<file path="src/rtl/miner_pkg.sv">
// Shared definitions for the mining front-end: frame receiver state encoding,
// error codes reported on err_code, and default frame geometry.
package miner_pkg;

    typedef enum logic [2:0] {
        ST_IDLE = 3'd0,
        ST_HDR  = 3'd1,
        ST_TGT  = 3'd2,
        ST_CSUM = 3'd3,
        ST_HOLD = 3'd4
    } rx_state_e;

    localparam logic [1:0] ERR_NONE    = 2'b00;
    localparam logic [1:0] ERR_TIMEOUT = 2'b01;
    localparam logic [1:0] ERR_CSUM    = 2'b10;
    localparam logic [1:0] ERR_OVERRUN = 2'b11;

    localparam int         HEADER_BYTES_DEF = 80;
    localparam int         TARGET_BYTES_DEF = 32;
    localparam logic [7:0] SYNC_BYTE_DEF    = 8'hA5;

    function automatic int max_int(input int a, input int b);
        return (a > b) ? a : b;
    endfunction

endpackage

</file>
<file path="src/rtl/byte_timeout.sv">
// Inter-byte idle timer. Counts enabled cycles with no clear, saturates at
// TIMEOUT_CYCLES, and flags expiry combinationally on the cycle whose edge
// would bring the count to TIMEOUT_CYCLES, so the consumer can register its
// error exactly TIMEOUT_CYCLES clocks after the last byte. A clear in the
// same cycle always wins over expiry.
module byte_timeout #(
    parameter int TIMEOUT_CYCLES = 50000
) (
    input  logic clk,
    input  logic reset,
    input  logic clr_i,
    input  logic en_i,
    output logic expired_o
);

    localparam int CNT_W = $clog2(TIMEOUT_CYCLES + 1);
    localparam logic [CNT_W-1:0] CNT_MAX  = CNT_W'(TIMEOUT_CYCLES);
    localparam logic [CNT_W-1:0] CNT_FIRE = CNT_W'(TIMEOUT_CYCLES - 1);

    logic [CNT_W-1:0] count_q;
    logic [CNT_W-1:0] count_d;

    // Next count: cleared when idle or on a byte, otherwise saturating increment
    always_comb begin
        count_d = count_q;
        if (clr_i || !en_i) begin
            count_d = '0;
        end else if (count_q != CNT_MAX) begin
            count_d = count_q + CNT_W'(1);
        end
    end

    // Idle counter register
    always_ff @(posedge clk or posedge reset) begin
        if (reset) begin
            count_q <= '0;
        end else begin
            count_q <= count_d;
        end
    end

    assign expired_o = en_i && !clr_i && (count_q >= CNT_FIRE);

endmodule

</file>
<file path="src/rtl/header_frame_rx.sv">
// Host frame parser: SYNC, header bytes, target bytes and (optionally) a
// checksum byte are assembled into one parallel job on a valid/ready port.
// Optional feature macro: HDR_RX_CHECKSUM_EN adds the CSUM state and the
// 8-bit wrapping sum; without it TGT goes straight to HOLD.
//
// state | meaning
// IDLE  | hunting for SYNC_BYTE, other bytes ignored
// HDR   | shifting header bytes, idle timeout armed
// TGT   | shifting target bytes, idle timeout armed
// CSUM  | waiting for checksum byte (checksum builds only)
// HOLD  | job_valid high, waiting for job_ready; any byte is an overrun
module header_frame_rx
    import miner_pkg::*;
#(
    parameter int         HEADER_BYTES   = HEADER_BYTES_DEF,
    parameter int         TARGET_BYTES   = TARGET_BYTES_DEF,
    parameter logic [7:0] SYNC_BYTE      = SYNC_BYTE_DEF,
    parameter int         TIMEOUT_CYCLES = 50000
) (
    input  logic                      clk,
    input  logic                      reset,
    input  logic [7:0]                rx_data,
    input  logic                      rx_valid,
    output logic [8*HEADER_BYTES-1:0] job_header,
    output logic [8*TARGET_BYTES-1:0] job_target,
    output logic                      job_valid,
    input  logic                      job_ready,
    output logic                      frame_err,
    output logic [1:0]                err_code,
    output logic                      busy
);

    localparam int HDR_W     = 8 * HEADER_BYTES;
    localparam int TGT_W     = 8 * TARGET_BYTES;
    localparam int MAX_BYTES = max_int(HEADER_BYTES, TARGET_BYTES);
    localparam int CNT_W     = (MAX_BYTES > 1) ? $clog2(MAX_BYTES) : 1;
    localparam logic [CNT_W-1:0] HDR_LAST = CNT_W'(HEADER_BYTES - 1);
    localparam logic [CNT_W-1:0] TGT_LAST = CNT_W'(TARGET_BYTES - 1);

    rx_state_e        state_q;
    logic [CNT_W-1:0] cnt_q;
    logic [HDR_W-1:0] job_header_q;
    logic [TGT_W-1:0] job_target_q;
    logic             job_valid_q;
    logic             frame_err_q;
    logic [1:0]       err_code_q;

    logic             in_frame;
    logic             tmo_expired;
    logic             sync_seen;

    assign in_frame  = (state_q == ST_HDR) || (state_q == ST_TGT) || (state_q == ST_CSUM);
    assign sync_seen = (state_q == ST_IDLE) && rx_valid && (rx_data == SYNC_BYTE);

    byte_timeout #(
        .TIMEOUT_CYCLES (TIMEOUT_CYCLES)
    ) u_byte_timeout (
        .clk       (clk),
        .reset     (reset),
        .clr_i     (rx_valid || !in_frame),
        .en_i      (in_frame),
        .expired_o (tmo_expired)
    );

`ifdef HDR_RX_CHECKSUM_EN
    logic [7:0] sum_q;
    logic [7:0] csum_total;

    assign csum_total = sum_q + rx_data;

    // Running 8-bit sum of header and target bytes, restarted on SYNC
    always_ff @(posedge clk or posedge reset) begin
        if (reset) begin
            sum_q <= '0;
        end else if (sync_seen) begin
            sum_q <= '0;
        end else if (rx_valid && ((state_q == ST_HDR) || (state_q == ST_TGT))) begin
            sum_q <= sum_q + rx_data;
        end
    end
`endif

    // Frame FSM with registered job/error outputs; frame_err defaults low so
    // every error is a single-cycle pulse while err_code keeps its last value
    always_ff @(posedge clk or posedge reset) begin
        if (reset) begin
            state_q      <= ST_IDLE;
            cnt_q        <= '0;
            job_header_q <= '0;
            job_target_q <= '0;
            job_valid_q  <= 1'b0;
            frame_err_q  <= 1'b0;
            err_code_q   <= ERR_NONE;
        end else begin
            frame_err_q <= 1'b0;
            case (state_q)
                ST_IDLE: begin
                    if (sync_seen) begin
                        state_q <= ST_HDR;
                        cnt_q   <= '0;
                    end
                end
                ST_HDR: begin
                    if (rx_valid) begin
                        job_header_q <= (job_header_q << 8) | HDR_W'(rx_data);
                        if (cnt_q == HDR_LAST) begin
                            cnt_q   <= '0;
                            state_q <= ST_TGT;
                        end else begin
                            cnt_q <= cnt_q + CNT_W'(1);
                        end
                    end else if (tmo_expired) begin
                        state_q     <= ST_IDLE;
                        frame_err_q <= 1'b1;
                        err_code_q  <= ERR_TIMEOUT;
                    end
                end
                ST_TGT: begin
                    if (rx_valid) begin
                        job_target_q <= (job_target_q << 8) | TGT_W'(rx_data);
                        if (cnt_q == TGT_LAST) begin
                            cnt_q <= '0;
`ifdef HDR_RX_CHECKSUM_EN
                            state_q <= ST_CSUM;
`else
                            state_q     <= ST_HOLD;
                            job_valid_q <= 1'b1;
`endif
                        end else begin
                            cnt_q <= cnt_q + CNT_W'(1);
                        end
                    end else if (tmo_expired) begin
                        state_q     <= ST_IDLE;
                        frame_err_q <= 1'b1;
                        err_code_q  <= ERR_TIMEOUT;
                    end
                end
`ifdef HDR_RX_CHECKSUM_EN
                ST_CSUM: begin
                    if (rx_valid) begin
                        if (csum_total == 8'h00) begin
                            state_q     <= ST_HOLD;
                            job_valid_q <= 1'b1;
                        end else begin
                            state_q     <= ST_IDLE;
                            frame_err_q <= 1'b1;
                            err_code_q  <= ERR_CSUM;
                        end
                    end else if (tmo_expired) begin
                        state_q     <= ST_IDLE;
                        frame_err_q <= 1'b1;
                        err_code_q  <= ERR_TIMEOUT;
                    end
                end
`endif
                ST_HOLD: begin
                    if (rx_valid) begin
                        frame_err_q <= 1'b1;
                        err_code_q  <= ERR_OVERRUN;
                    end
                    if (job_ready) begin
                        state_q     <= ST_IDLE;
                        job_valid_q <= 1'b0;
                    end
                end
                default: begin
                    state_q     <= ST_IDLE;
                    job_valid_q <= 1'b0;
                end
            endcase
        end
    end

    assign job_header = job_header_q;
    assign job_target = job_target_q;
    assign job_valid  = job_valid_q;
    assign frame_err  = frame_err_q;
    assign err_code   = err_code_q;
    assign busy       = (state_q != ST_IDLE);

endmodule

</file>
<file path="config.mk">
export PLATFORM = sky130hd
export DESIGN_NAME = header_frame_rx
export DESIGN_NICKNAME = d
export VERILOG_FILES = /design/src/rtl/miner_pkg.sv /design/src/rtl/byte_timeout.sv /design/src/rtl/header_frame_rx.sv
export SDC_FILE = /design/constraint.sdc
export NUM_CORES = 2
export LEC_CHECK = 0
export CAP_MARGIN = 20
export CORE_AREA = 2 2 354 356
export CTS_BUF_LIST = sky130_fd_sc_hd__clkbuf_4 sky130_fd_sc_hd__clkbuf_8
export DETAILED_ROUTE_END_ITERATION = 10
export DIE_AREA = 0 0 356 358
export PLACE_DENSITY = 0.51
export SETUP_SLACK_MARGIN = 0.2
export SYNTH_ARGS = -nofsm -noshare
export SYNTH_HDL_FRONTEND = slang
export SYNTH_SLANG_ARGS = --single-unit
</file>
<file path="constraint.sdc">
create_clock -name clk -period 33.3 [get_ports clk]
set_clock_uncertainty 0.2 [all_clocks]
set_input_delay 6.66 -clock clk [delete_from_list [all_inputs] [get_ports clk]]
set_output_delay 6.66 -clock clk [all_outputs]
set_load 0.02 [all_outputs]
</file>
==> results.md <==
## Routing
- **count of routing violations after the opening detailed-route iteration** 911
- **number of search-and-repair iterations in the first detailed-routing pass** 6
- **post-route DRC violation count** 0
- **Via-to-Cell Ratio** 4.44
- **routed length per instance** 23.0 µm
- **total number of vias** 21547
- **routed wire length** 112000 µm
- **remaining antenna violation count** 0

## Global routing
- **global router's overall resource usage** 17.0%
- **met2 capacity usage during global routing** 30.5%
- **largest net degree at the start of global routing** 160
- **number of antenna violations at the first check in global routing** 4
- **first-pass GRT wire length** 161000 µm
- **number of global-route vias before repair** 22986
- **total overflow reported by the global router** 0
- **met1 usage in global routing** 18.7%
- **most used routing layer** met2
- **met3 usage in global routing** 6.30%

## Setup path
- **R2R cell count** 7
- **maximum fanout count along the critical path** 82
- **cell at the slowest stage of the critical path** buf_4
- **element type at the critical path end** flip-flop
- **most frequent CP cell** buf_4
- **nature of the critical path startpoint** input pin
- **Setup CP Type** in -> reg
- **buffers plus inverters on the worst setup path** 5
- **Top delay family on crit path** buffers and inverters
- **cells along the critical path** clkdlybuf4s50_1, nand2b_2, nor2_8, buf_4, buf_4, buf_4, buf_4, mux2_2
- **arrival time at the worst endpoint** 12.16 ns
- **endpoint required time on the critical path** 33.80 ns
- **logic depth of the worst setup path including buffers** 8
- **largest stage delay on the critical path** 0.96 ns

## Synth
- **prevailing post-synth register cell** dfrtp_1
- **number of enable flip-flop cells after synthesis** 0
- **cell count after synthesis** 2090
- **post-synth top area share** 65.9%
- **Netlist Area Pre-Place** 0.0351 mm²
- **flip-flop and latch count after synthesis** 926
- **synth unique cells** 61
- **synthesized area divided by synthesized cell count** 16.8 µm²
- **Synth area leader** dfrtp_1
- **share of synthesized flip-flops with an asynchronous set or reset** 100%
- **biggest area contributors in the synthesized netlist** dfrtp_1, mux2_2, mux2_1, buf_4, buf_2
- **Yosys warnings** 0
- **register area share after synthesis** 65.9%
- **post-synth net total** 2105

## Hold path
- **Min-Delay Path Depth** 1
- **class of the tightest hold or removal check** reg -> reg

## Clock network
- **Num Clock Sinks** 926
- **PostCTS Resize Cnt** 0
- **clk_lat worst skew** 0.83 ns
- **TritonCTS Buffers** 165
- **TritonCTS clock tree** built
- **maximum count of clock buffers along a single path** 3
- **clock input transition at the sequential cells of the worst setup and hold paths** 0.05 ns
- **number of H-tree levels** 4
- **Clk Tree Root Cell** clkbuf_8
- **CTS Hold Bufs** 0
- **number of setup buffers added after CTS** 0

## STA
- **number of failing hold endpoints at the final stage** 0
- **post-route setup slack** 21.63 ns
- **final number of setup-violating endpoints** 0
- **Worst Tran Pin Value** 1.13 ns
- **RSZ-0062 raised after global routing** no
- **Fmax achieved** 85.7 MHz
- **max-slew violation count** 0
- **relative slew slack** 24.5%
- **post-route fraction of the period consumed by the critical path** 35.0%
- **hold_ws** 0.284 ns
- **Fin Setup TNS** 0 ns
- **Final Critical Period** 11.67 ns

## Pwr
- **Comb power frac** 14.6%
- **switching power share of the total** 27.4%
- **reported leakage power** 23.2 nW
- **PnR Total Power** 2.77 mW
- **Peak VDD IR** 0.0525 mV
- **Switching Power** 0.759 mW
- **Internal Pwr Total** 2.01 mW
- **power density normalized to cell area** 56.1 mW/mm²
- **proportion of power drawn by the clock network** 40.5%
- **share of power burned in registers** 44.9%

## Die
- **starting density of the core** 28.5%
- **core outline area** 0.123 mm²
- **total number of placement rows** 129
- **Top Ports** 913
- **vertical die dimension** 358 µm
- **area of the die** 0.127 mm²
- **die width** 356 µm

## Layout
- **area growth from synthesis to layout** 40.5%
- **share of layout cells above drive strength 1** 32.6%
- **Post-layout nets** 3099

## Run status
- **run status** finished clean

## Placement
- **weighted congestion reported at the end of routability-driven placement** 0.863
- **Detailed Place HPWL** 82500 µm
- **Post-Place Worst Slack** 20.76 ns
- **number of buffers added on ports** 912

## Flow run
- **# Max-Cap Violations** 0

## worst reg2reg max path: cells and delay by family (launching register included)
family | cells | cell delay [ns]
flip-flops | 1 | 0.62
multiplexers | 1 | 0.44
buffers and inverters | 4 | 3.54
AND/OR/NAND/NOR | 2 | 1.09
## synthesized netlist by cell type, types with 5 or more instances
library cell	number
a21oi_1	12
mux2_1	189
mux2_2	708
nand3_1	8
nor2_1	16
buf_2	15
buf_4	88
nand2b_1	5
inv_1	7
or3_1	5
nor3_1	7
nand2_1	15
xor2_1	5
dfrtp_1	926
o21ai_0	8
## routing by layer
metal,up-vias,routed length (µm)
met1,11237,41400
met3,135,8600
met2,675,59400
met5,-,0
met4,0,2260
li1,9500,-
## cell families after synthesis
group | count (synthesis) | share of synthesized area, %
compound gates | 49 | 1.18
fa+ha+maj | 3 | 0.107
buf+inv | 117 | 2.33
xor+xnor | 8 | 0.199
mux | 897 | 28.7
simple gates | 90 | 1.51
flops | 926 | 65.9
## registers in the layout (all words and copies together), names as in the netlist
name and count:
job_valid 1, u_byte_timeout.count_q 16, state_q 3, job_header 640, frame_err 1, err_code 2, cnt_q 7, job_target 256
## final cells by class
cell class / count / area, µm²
fillers: 11509 / 73900
flip-flops and latches: 926 / 23200
multi-input cells: 1047 / 11200
repair buffers: 936 / 9390
clock buffers: 265 / 3280
well taps: 1637 / 2050
clock inverters: 29 / 263
inverters: 8 / 37.5
diodes: 5 / 12.5
## power groups by stage
stage / clock network, mW / logic [mW] / registers, mW
global route: 1.22 / 0.430 / 1.25
global placement: 0 / 0.406 / 1.26
finish: 1.12 / 0.405 / 1.24
floorplan: 0 / 0.184 / 1.31
detailed placement: 0 / 0.408 / 1.26
CTS: 1.17 / 0.410 / 1.25
## stage by stage
step	util, %	cells	area, µm²
after floorplan	-	2090	35100
after global placement	37.1	4551	45700
after detailed placement	37.1	4551	45700
after CTS	40.0	4845	49300
after global routing	40.0	4850	49400
final	40.0	4853	49400
## layout by cell type (no fill, tap or decap), types with 12 or more instances in the layout
cell type,count
a21oi_1,12
mux2_2,708
buf_4,19
nor2_1,16
clkbuf_4,58
clkbuf_8,207
mux2_1,189
dfrtp_1,926
nand2_1,15
clkdlybuf4s50_1,912
clkinv_2,14
## worst paths after layout
check	slack [ns]	to	startpoint
max	21.63	job_header[561]	rx_valid
min	0.28	job_header[633]	job_header[633]
max reg2reg	27.31	job_header[561]	state_q[2]
min reg2reg	0.28	job_header[633]	job_header[633]
max in group asynchronous	23.37	job_target[102]	reset
min in group asynchronous	6.22	job_header[626]	reset
Power figures use the tool's default switching activity.
